File: src/rtl/ser_pkg.sv
// Shared encodings and default widths for the MSB-first word serializer and its detector bench.
package ser_pkg;

    typedef enum logic [1:0] {
        IDLE  = 2'd0,
        SHIFT = 2'd1,
        LOAD  = 2'd2
    } state_t;

    localparam int DATA_W_DEF = 8;
    localparam int CNT_W_DEF  = 16;

endpackage

File: src/rtl/ser_shift_reg.sv
// Load / shift-left register with MSB tap; load has priority over shift.
module ser_shift_reg #(
    parameter int W = 8
) (
    input  logic         clk,
    input  logic         rst,
    input  logic         load,
    input  logic         en,
    input  logic [W-1:0] din,
    output logic         msb
);

    logic [W-1:0] sreg;

    always_ff @(posedge clk) begin
        if (rst) begin
            sreg <= '0;
        end else if (load) begin
            sreg <= din;
        end else if (en) begin
            sreg <= {sreg[W-2:0], 1'b0};
        end
    end

    assign msb = sreg[W-1];

endmodule

File: src/rtl/word_msb_serializer.sv
// Accepts DATA_W-bit words over valid/ready and shifts them out MSB-first with first/last framing.
// Optional SER_FRAME_CLR_EN adds a one-cycle LOAD state driving frame_clr before each word.
module word_msb_serializer
    import ser_pkg::*;
#(
    parameter int DATA_W = DATA_W_DEF,
    parameter int CNT_W  = CNT_W_DEF
) (
    input  logic              clk,
    input  logic              rst,
    input  logic              s_valid,
    output logic              s_ready,
    input  logic [DATA_W-1:0] s_data,
    input  logic              ser_hold,
    output logic              ser_valid,
    output logic              ser_bit,
    output logic              ser_first,
    output logic              ser_last,
`ifdef SER_FRAME_CLR_EN
    output logic              frame_clr,
`endif
    output logic [CNT_W-1:0]  word_cnt
);

    localparam int               BIT_W    = $clog2(DATA_W);
    localparam logic [BIT_W-1:0] LAST_BIT = BIT_W'(DATA_W - 1);

`ifdef SER_FRAME_CLR_EN
    localparam state_t ACCEPT_STATE = LOAD;
`else
    localparam state_t ACCEPT_STATE = SHIFT;
`endif

    // Handshake: a word moves when s_valid & s_ready at a rising edge; s_ready never looks at s_valid.
    state_t           state, state_nx;
    logic [BIT_W-1:0] bit_cnt, bit_cnt_nx;
    logic [CNT_W-1:0] word_cnt_nx;
    logic             load, shift_en, msb, is_last;

    ser_shift_reg #(.W(DATA_W)) u_shift (
        .clk  (clk),
        .rst  (rst),
        .load (load),
        .en   (shift_en),
        .din  (s_data),
        .msb  (msb)
    );

    assign is_last = (bit_cnt == LAST_BIT);
    assign ser_bit = (state == SHIFT) & msb;

    always_comb begin
        state_nx    = state;
        bit_cnt_nx  = bit_cnt;
        word_cnt_nx = word_cnt;
        load        = 1'b0;
        shift_en    = 1'b0;
        s_ready     = 1'b0;
        ser_valid   = 1'b0;
        ser_first   = 1'b0;
        ser_last    = 1'b0;
`ifdef SER_FRAME_CLR_EN
        frame_clr   = 1'b0;
`endif
        case (state)
            IDLE: begin
                s_ready = 1'b1;
                if (s_valid) begin
                    load       = 1'b1;
                    bit_cnt_nx = '0;
                    state_nx   = ACCEPT_STATE;
                end
            end
`ifdef SER_FRAME_CLR_EN
            LOAD: begin
                frame_clr = 1'b1;
                state_nx  = SHIFT;
            end
`endif
            SHIFT: begin
                if (!ser_hold) begin
                    ser_valid = 1'b1;
                    ser_first = (bit_cnt == '0);
                    ser_last  = is_last;
                    if (is_last) begin
                        word_cnt_nx = word_cnt + CNT_W'(1);
                        s_ready     = 1'b1;
                        bit_cnt_nx  = '0;
                        // Zero-bubble reload when the next word is already waiting.
                        if (s_valid) begin
                            load     = 1'b1;
                            state_nx = ACCEPT_STATE;
                        end else begin
                            shift_en = 1'b1;
                            state_nx = IDLE;
                        end
                    end else begin
                        shift_en   = 1'b1;
                        bit_cnt_nx = bit_cnt + BIT_W'(1);
                    end
                end
            end
            default: state_nx = IDLE;
        endcase
    end

    always_ff @(posedge clk) begin
        if (rst) begin
            state    <= IDLE;
            bit_cnt  <= '0;
            word_cnt <= '0;
        end else begin
            state    <= state_nx;
            bit_cnt  <= bit_cnt_nx;
            word_cnt <= word_cnt_nx;
        end
    end

endmodule

File: config.mk
export PLATFORM = sky130hd
export DESIGN_NAME = word_msb_serializer
export DESIGN_NICKNAME = d
export VERILOG_FILES = /design/src/rtl/ser_pkg.sv /design/src/rtl/ser_shift_reg.sv /design/src/rtl/word_msb_serializer.sv
export SDC_FILE = /design/constraint.sdc
export NUM_CORES = 1
export LEC_CHECK = 0
export ABC_AREA = 1
export BUFFER_PORTS_ARGS = -buffer_cell sky130_fd_sc_hd__buf_4
export CAP_MARGIN = 40
export CORE_UTILIZATION = 35
export CTS_BUF_LIST = sky130_fd_sc_hd__clkbuf_8
export CTS_CLUSTER_DIAMETER = 60
export DETAILED_ROUTE_END_ITERATION = 8
export GPL_ROUTABILITY_DRIVEN = 0
export HOLD_SLACK_MARGIN = 0.1
export PLACE_DENSITY = 0.61
export SETUP_SLACK_MARGIN = 0.15
export SLEW_MARGIN = 20
export SYNTH_ARGS = -nofsm -noshare
export SYNTH_HDL_FRONTEND = slang
export SYNTH_SLANG_ARGS = --single-unit
File: constraint.sdc
create_clock -name clk -period 2.3 [get_ports clk]
set_input_delay 0.46 -clock clk [delete_from_list [all_inputs] [get_ports clk]]
set_output_delay 0.46 -clock clk [all_outputs]
set_load 0.005 [all_outputs]
==> results of run 1 <==
## cell type report
class	instances	area share
Tap cell	50	0.0334
Clock buffer	3	0.0221
Clock inverter	1	0.0160
Timing Repair Buffer	32	0.128
Inverter	36	0.0722
Sequential cell	28	0.299
Multi-Input combinational cell	166	0.428
## flip-flops by register name, summed over array words and instances, names as in the netlist
signal        cells
word_cnt         16
bit_cnt           3
state             1
u_shift.sreg      8
## cells in the final DEF (no fill, tap or decap), types with 2 or more instances in the layout
master    Yosys  routed
nand2_1      66      66
nor2_1       42      42
inv_1        32      32
buf_4         0      32
dfxtp_1      28      28
nand3_1      20      20
a21oi_1      11      11
ha_1          5       5
inv_2         4       4
nor2_4        3       3
o21ai_0       3       3
clkbuf_8      0       3
nand2_2       2       2
nand4_2       2       2
o21ai_1       2       2
nand4_1       2       2
nor3_1        2       2
## worst max-delay path: cells and delay by family, from the launching register on
kind                   cells  cell delay (ps)
flip-flops                 1              570
buffers and inverters      2              230
AND/OR/NAND/NOR            3              260
## stage by stage
stage	worst slack, ps	power, mW	util	hold WS (ps)	cell area, µm²
3_5_place_dp	719	0.625	0.438	460	1800
4_1_cts	476	1.02	0.455	417	1870
5_1_grt	383	1.05	0.455	420	1870
3_3_place_gp	742	0.624	0.438	454	1800
6_report	491	1.01	0.455	423	1870
2_1_floorplan	936	0.595	-	444	1540
## logic make-up (layout without fill, tap and decap cells)
kind of cell               count (synthesis)  count (layout)
xor gates and xnor gates                   1               1
adders and majority gates                  5               5
DFF                                       28              28
AOI/OAI and AO/OA                         17              17
buffers and inverters                     41              72
and+or+nand+nor                          143             143
## how the worst max path moves through the flow
stage          startpoint     endpoint  slack [ps]  cells after the start
3_5_place_dp     ser_hold    ser_first         720                      7
6_report         state[0]    ser_first         490                      5
5_1_grt          state[0]    ser_first         380                      5
2_1_floorplan  bit_cnt[0]  word_cnt[8]         940                      8
3_3_place_gp     ser_hold    ser_first         740                      7
4_1_cts          state[0]    ser_first         480                      5
## per-layer routing
layer | routed length [µm] | share of wire | up-vias | global-route usage
met4 | 34 | 0.011 | 0 | 0.0391
li1 | - | - | 785 | -
met5 | 0 | 0 | - | 0
met3 | 126 | 0.041 | 4 | 0.0400
met2 | 1430 | 0.47 | 28 | 0.249
met1 | 1460 | 0.48 | 603 | 0.187
## power by group
group / total, mW / internal (mW) / switching, mW
Sequential: 0.512 / 0.501 / 0.0113
Combinational: 0.100 / 0.0437 / 0.0564
Clock: 0.395 / 0.233 / 0.162
==> impl_results.md, run 1 <==
- Crit path max fanout: 7
- Clock sinks: 28
- Largest family of logic cells by synthesized area: simple AND/OR/NAND/NOR gates
- WL per Instance: 9.66 µm
- Top-area cell type share of the netlist area: 0.364
- Placed cell count: 312
- Most common cell in the netlist: nand2_1
- Worst Hold Depth: 3
- Synth top cells by count: 66 x nand2_1, 42 x nor2_1, 32 x inv_1, 28 x dfxtp_1, 20 x nand3_1
- Antenna-violating nets left: 0
- Setup Skew: 10.3 ps
- DIE WIDTH: 68.3 µm
- Top_reg_cell synth: dfxtp_1
- IO Port Bufs: 32
- Slew headroom: 0.708
- Number of core rows: 23
- Initial antenna violation count: 0
- Via/cell ratio: 4.49
- I/O pins: 33
- Setup Viol. Count Final: 0
- Tcrit/Tclk final: 0.786
- PwrDens: 538 nW/µm²
- Reg2Reg Setup Slack: 700 ps
- Complex-gate fraction of the synthesized area: 0.0626
- Simple-gate area share of the yosys netlist: 0.412
- Hold Path End: state[0]
- Layout cell share with drive strength beyond 1: 0.192
- Fin Setup TNS: 0 ps
- GRT Util Overall: 0.149
- Worst EP arrival: 1350 ps
- Post_cts resized: 0
- # fillers: 456
- Hold path start: s_valid
- DR DRC count: 0
- Synth Warn #: 0
- Final Max Slew Viols: 0
- N_diodes: 0
- Crit-path cells: nand2_4 > inv_1 > nand2_1 > nor2_1 > buf_4
- CP required: 1840 ps
- Crit path kind: flop to output port
- Final wirelength: 3050 µm
- XOR/XNOR Fraction of Synth Area: 0.00569
- Latest clock arrival within the worst-skew pair: 280 ps
- Fin nets: 284
- Critical Path Sink Type: output port
- Die Ht: 68.3 µm
- Post-synth top area cell: dfxtp_1
- Initial Utilization: 0.374
- Via count: 1420
- Final Hold Fails: 0
- Layout Cells excl Fill: 316
- Post-synthesis mux area share: 0
- First-pass detailed-route iteration total: 4
- Worst r2r src: bit_cnt[0]
- Postcts setup bufs: 0
- Area grow syn2layout: 21.5%
- Post-synthesis adder-cell area fraction: 0.0406
- Vias in the first global route: 1241
- Sequential area share after synthesis: 0.364
- Max frequency: 0.553 GHz
- CP startpoint kind: flop
- Largest net degree at the start of global routing: 18
- Status: finished clean
- Multi-input logic area: 802 µm²
- First-pass GRT wire length: 5210 µm
- Core footprint: 4120 µm²
- Slowest-stage cell, CP: dfxtp_1
- Post-DP HPWL: 2240 µm
- Post-synthesis cell count: 235
- H-tree Lvls: 1
- Overflow after GRT: 0
- Final min period: 1810 ps
- Initial DRC count: 75
- CTS Buffer Depth: 2
- Max-cap violations: 0
- Worst Hold Class: input port to flop
- Reg2reg path depth: 9
- Syn Std Cell Area: 1540 µm²
- Total CTS buffers: 3
- Crit Reg-Reg Endpoint: word_cnt[15]
- Register Area: 561 µm²
- TritonCTS clock tree: yes
- Worst-Margin Slew: 438 ps
- Unique cell type count in the Yosys netlist: 24
- Die area: 4670 µm²
- Leak pwr: 0.909 nW
- Worst path max stage delay: 570 ps
- Average size of a mapped cell: 6.55 µm²
- Unrepaired setup endpoints after global routing: no
- Post-Syn Nets: 252
- Cts hold-fix bufs: 0
- Clock Root Buffer: clkbuf_8
- Clock slew seen by the registers of the worst setup and hold paths: 100 ps
- Max VDD drop: 0.365 mV
- Post-synth ARST share: 0
- Yosys reg bits: 28
- Post-synth EDFFs: 0
- Ranking of synthesized cells by area: dfxtp_1 36%, nand2_1 16%, nor2_1 10%
Note: power is estimated with default switching activity, not from simulation.
==> run 2, diff against run 1 <==
--- a/config.mk
+++ b/config.mk
@@ -14,7 +14,7 @@
 export DETAILED_ROUTE_END_ITERATION = 8
 export GPL_ROUTABILITY_DRIVEN = 0
 export HOLD_SLACK_MARGIN = 0.1
-export PLACE_DENSITY = 0.61
+export PLACE_DENSITY = 0.63
 export SETUP_SLACK_MARGIN = 0.15
 export SLEW_MARGIN = 20
 export SYNTH_ARGS = -nofsm -noshare
==> constraint.sdc (replaced) <==
create_clock -name clk -period 1.4 [get_ports clk]
set_input_delay 0.28 -clock clk [delete_from_list [all_inputs] [get_ports clk]]
set_output_delay 0.28 -clock clk [all_outputs]
set_load 0.005 [all_outputs]
==> run 2 against run 1 <==
Against the previous run: sequential power grew 64%; wire length grew 30%; the run now ends with setup timing left; combinational power grew to 3.0 times the previous value; clock power grew 65%; hold slack lost 170 ps; design area grew 27%; sequential share of layout area shrank 5.9 points.
==> impl_results.md, run 2 (synthesis results as in run 1) <==
- Worst path max stage delay: 370 ps
- Met2 Resource Use GR: 0.298
- Setup Viol. Count Final: 23
- Post-DP HPWL: 2530 µm
- CTS Buffer Depth: 2
- Vias in the first global route: 1379
- Fin nets: 310
- Status: finished with violations
- Latest clock arrival within the worst-skew pair: 280 ps
- Final min period: 1480 ps
- Worst r2r src: bit_cnt[1]
- GRT Util Overall: 0.166
- Slowest-stage cell, CP: dfxtp_2
- Layout Cells excl Fill: 342
- Worst Hold Depth: 3
- Post-Layout Inst Area: 2370 µm²
- IO Port Bufs: 32
- Worst EP arrival: 1690 ps
- Final Max Slew Viols: 0
- Via count: 1594
- Buf/Inv on CP: 3
- Worst-Margin Slew: 360 ps
- Setup WS pre-CTS: 31.2 ps
- Commonest non-fill, non-tap cell in the layout: nand2_1
- Setup ws final: -75.9 ps
- Layout cell share with drive strength beyond 1: 0.421
- Largest net degree at the start of global routing: 17
- Max frequency: 0.678 GHz
- Tcrit/Tclk final: 1.05
- CP startpoint kind: flop
- Initial DRC count: 66
- # fillers: 370
- Most flops, register: word_cnt
- Most used routing layer: met2
- Critical Path Sink Type: flop
- Clock sinks: 28
- Crit Reg-Reg Endpoint: word_cnt[14]
- Antenna-violating nets left: 0
- Initial Utilization: 0.374
- Core footprint: 4120 µm²
- Final wirelength: 3980 µm
- Placed cell count: 324
- Initial antenna violation count: 0
- Slew headroom: 0.760
- Number of core rows: 23
- Final Hold Fails: 0
- Clock slew seen by the registers of the worst setup and hold paths: 90 ps
- Via/cell ratio: 4.66
- Clock Root Buffer: clkbuf_8
- Crit path max fanout: 5
- DR DRC count: 0
- Total CTS buffers: 3
- Failing checks: setup timing
- Crit path max-delay family: simple AND/OR/NAND/NOR gates
- Overflow after GRT: 0
- Max VDD drop: 0.711 mV
- Die area: 4670 µm²
- Cts hold-fix bufs: 0
- Area post-placement: 1940 µm²
- Fin Setup TNS: -767 ps
- First-pass detailed-route iteration total: 4
- Reg2Reg Setup Slack: -80 ps
- Crit-path cells: ha_4 > buf_6 > ha_4 > inv_4 > nor2_4 > buf_6 > nand4_4 > nand2_1 > nand2_1 > nor2_1
- Crit path kind: flop to flop
- Die Ht: 68.3 µm
- Hold Path End: u_shift.sreg[0]
- PwrDens: 757 nW/µm²
- N_diodes: 0
- Most frequent cells in the layout: 50 x nand2_1, 44 x buf_4, 39 x nor2_1
- Worst Hold Class: input port to flop
- Met3 Track Usage GR: 0.0433
- Leak pwr: 1.12 nW
- Util after Layout: 0.576
- Met1 usage: 0.196
- Reg2reg path depth: 10
- Biggest regs: word_cnt (16), u_shift.sreg (8), bit_cnt (3)
- CP required: 1620 ps
- Max-cap violations: 0
- Tot Pwr: 1.79 mW
- H-tree Lvls: 1
- Largest register FFs: 16
- Hold path start: s_data[0]
- First-pass GRT wire length: 5850 µm
- I/O pins: 33
- Unrepaired setup endpoints after global routing: yes
- TritonCTS clock tree: yes
- Hold Worst Slack: 254 ps
- WL per Instance: 11.6 µm
- Area grow syn2layout: 53.9%
- Setup Skew: 9.49 ps
- DIE WIDTH: 68.3 µm
## run 2: changes by cell type in the layout (fill, tap and decap cells not counted), sizes merged
cell,previous run,this run
inv,36,35
clkinv,0,1
buf,32,58
## run 2: layer usage
metal | share of wire | wire length [µm] | up-vias
li1 | - | - | 834
met1 | 0.45 | 1790 | 724
met2 | 0.50 | 1990 | 32
met3 | 0.043 | 170 | 4
met4 | 0.0065 | 26 | 0
met5 | 0 | 0 | -
## run 2: timing repair
item | CTS | global route
hold endpoints to repair | 0 | 0
pin swaps | 7 | 19
setup buffers | 8 | 6
endpoints found under the setup margin | 27 | 29
resized for setup | 28 | 43
## run 2: layout make-up
type	count	area [µm²]	area share
clock buffer	3	41.3	0.0174
clock inverter	1	30.0	0.0127
multi-input combinational	166	1020	0.431
tap	50	62.6	0.0264
inverter	36	155	0.0655
timing repair buffer	58	488	0.206
sequential	28	571	0.241
## run 2: how the worst max path moves through the flow
stage,start,endpoint,slack [ps],cells after the start
2_1_floorplan,bit_cnt[1],u_shift.sreg[1],140,10
3_3_place_gp,bit_cnt[1],word_cnt[15],60,9
3_5_place_dp,bit_cnt[1],word_cnt[4],30,8
4_1_cts,bit_cnt[0],ser_last,-70,5
5_1_grt,bit_cnt[0],word_cnt[14],-160,10
6_report,bit_cnt[1],word_cnt[14],-80,10
## run 2: power by group
group / internal [mW] / total, mW / switching, mW / leakage [nW]
clock network: 0.383 / 0.650 / 0.267 / 0.0357
registers: 0.823 / 0.842 / 0.0197 / 0.231
logic: 0.140 / 0.302 / 0.161 / 0.853
## run 2: tightest hold or removal path, stage by stage
cell and delay, ps:
buf_4 110, nand2_2 50, a21oi_1 50
==> run 3, diff against run 2 <==
--- a/config.mk
+++ b/config.mk
@@ -8,13 +8,15 @@
 export ABC_AREA = 1
 export BUFFER_PORTS_ARGS = -buffer_cell sky130_fd_sc_hd__buf_4
 export CAP_MARGIN = 40
-export CORE_UTILIZATION = 35
+export CELL_PAD_IN_SITES_DETAIL_PLACEMENT = 1
+export CELL_PAD_IN_SITES_GLOBAL_PLACEMENT = 2
+export CORE_UTILIZATION = 27
 export CTS_BUF_LIST = sky130_fd_sc_hd__clkbuf_8
 export CTS_CLUSTER_DIAMETER = 60
 export DETAILED_ROUTE_END_ITERATION = 8
 export GPL_ROUTABILITY_DRIVEN = 0
 export HOLD_SLACK_MARGIN = 0.1
-export PLACE_DENSITY = 0.63
+export PLACE_DENSITY = 0.84
 export SETUP_SLACK_MARGIN = 0.15
 export SLEW_MARGIN = 20
 export SYNTH_ARGS = -nofsm -noshare
==> run 3 against run 2 <==
Against the previous run: register-to-register slack about the same; setup slack got worse by 23 ps; first-iteration DRC count decreased by 52%; power decreased by 8.0%; non-clock buffer count decreased by 7; final cell count increased by 4.4%; clock power decreased by 19%; the run still ends with setup timing left; critical path type is now flop to output port.
==> impl_results.md, run 3 (synthesis results as in run 1) <==
- Status: finished with violations
- Failing checks: setup timing
- Number of core rows: 27
- Worst EP arrival: 1220 ps
- Most frequent CP cell: ha_4
- Setup WS pre-CTS: 6.10 ps
- Slowest-stage cell, CP: dfxtp_4
- Clock Root Buffer: clkbuf_8
- Leak pwr: 1.10 nW
- Layout cell share with drive strength beyond 1: 0.439
- Cts hold-fix bufs: 0
- GRT Util Overall: 0.148
- Worst Hold Class: input port to flop
- Area post-placement: 1970 µm²
- Initial antenna violation count: 0
- Clock share of power: 0.317
- Hold Worst Slack: 269 ps
- H-tree Lvls: 1
- DIE WIDTH: 77.5 µm
- Die area: 6010 µm²
- Via/cell ratio: 4.45
- Cell-internal power: 1.20 mW
- Post-DP HPWL: 3040 µm
- PwrDens: 692 nW/µm²
- Setup Viol. Count Final: 23
- DR DRC count: 0
- Final min period: 1500 ps
- WL per Instance: 12.3 µm
- Initial DRC count: 32
- # fillers: 689
- Max frequency: 0.667 GHz
- Reg2Reg Setup Slack: -90 ps
- Sequential power share: 0.510
- Layout Cells excl Fill: 357
- Sw Pwr: 0.448 mW
- Crit path max fanout: 2
- Placed cell count: 345
- Via count: 1590
- Overflow after GRT: 0
- Clock slew seen by the registers of the worst setup and hold paths: 100 ps
- Sw Ratio: 0.271
- Area grow syn2layout: 55.0%
- Worst-Margin Slew: 246 ps
- TritonCTS clock tree: yes
- Initial Utilization: 0.280
- CP required: 1120 ps
- Crit-path cells: ha_4 > ha_4 > nand2_4 > nor2_2 > buf_4
- CP startpoint kind: flop
- Critical Path Sink Type: output port
- Setup ws final: -98.5 ps
- Unrepaired setup endpoints after global routing: yes
- Crit path kind: flop to output port
- Latest clock arrival within the worst-skew pair: 280 ps
- Final wirelength: 4370 µm
- Total CTS buffers: 3
- Largest register FFs: 16
- Most frequent cells in the layout: 49 x nand2_1, 41 x buf_4, 38 x nor2_1
- Commonest non-fill, non-tap cell in the layout: nand2_1
- Largest net degree at the start of global routing: 16
- CTS Buffer Depth: 2
- Slew headroom: 0.834
- Fin nets: 303
- Tcrit/Tclk final: 1.07
- Buf/Inv on CP: 1
- I/O pins: 33
- Gate power share: 0.173
- N_diodes: 0
- Setup Skew: 5.86 ps
- Crit path max-delay family: flip-flops
- Antenna-violating nets left: 0
- IO Port Bufs: 32
- Vias in the first global route: 1586
- Worst path max stage delay: 370 ps
- Clock sinks: 28
- Biggest regs: word_cnt (16), u_shift.sreg (8), bit_cnt (3)
- Util after Layout: 0.434
- First-pass GRT wire length: 7220 µm
- Final Hold Fails: 0
- Die Ht: 77.5 µm
- Max-cap violations: 0
- Final Max Slew Viols: 0
- Most flops, register: word_cnt
- Post-Layout Inst Area: 2390 µm²
- Core footprint: 5510 µm²
- First-pass detailed-route iteration total: 4
- Max VDD drop: 0.364 mV
==> run 3: layout make-up <==
cell class                 instances  area, µm²  area share
sequential                        28        574       0.241
timing repair buffer              51        429       0.180
clock buffer                       4       55.1      0.0231
multi-input combinational        166       1080       0.453
inverter                          36        158      0.0660
tap                               72       90.1      0.0377
==> run 3: power by group through the flow <==
stage | Clock, mW | Sequential (mW) | Combinational, mW
5_1_grt | 0.579 | 0.846 | 0.315
3_3_place_gp | 0 | 0.858 | 0.204
3_5_place_dp | 0 | 0.859 | 0.204
4_1_cts | 0.545 | 0.839 | 0.230
6_report | 0.524 | 0.842 | 0.286
2_1_floorplan | 0 | 0.853 | 0.129
==> run 3: per-layer routing <==
metal	wire length, µm	vias to the layer above	GRT usage
met5	0	-	0
met4	36	0	0.0396
met3	107	4	0.0235
met2	2270	21	0.252
met1	1960	741	0.191
li1	-	824	-
==> run 3: repair_timing <==
item / CTS / global route
resized for setup: 28 / 53
pin swaps: 9 / 21
setup endpoints to repair: 28 / 30
buffers inserted: 5 / 3
==> run 3: worst paths after layout <==
path                                       from               to  cells past startpoint
worst max-delay path                 bit_cnt[1]         ser_last                      5
worst min register to register  u_shift.sreg[0]  u_shift.sreg[0]                      2
worst max register to register       bit_cnt[1]     word_cnt[12]                     10
worst min-delay path                  s_data[0]  u_shift.sreg[0]                      3
==> run 3: worst reg2reg max path: cells and delay by family, from the launching register on <==
kind | cells | cell delay, ps
adders and majority gates | 2 | 310
buffers and inverters | 3 | 280
DFF | 1 | 380
and+or+nand+nor | 5 | 470
==> run 3: stage by stage <==
stage | setup TNS, ps | total power [mW]
final | -1190 | 1.65
after global routing | -3290 | 1.74
after CTS | -920 | 1.61
after detailed placement | 0 | 1.06
after global placement | 0 | 1.06
after floorplan | 0 | 0.983
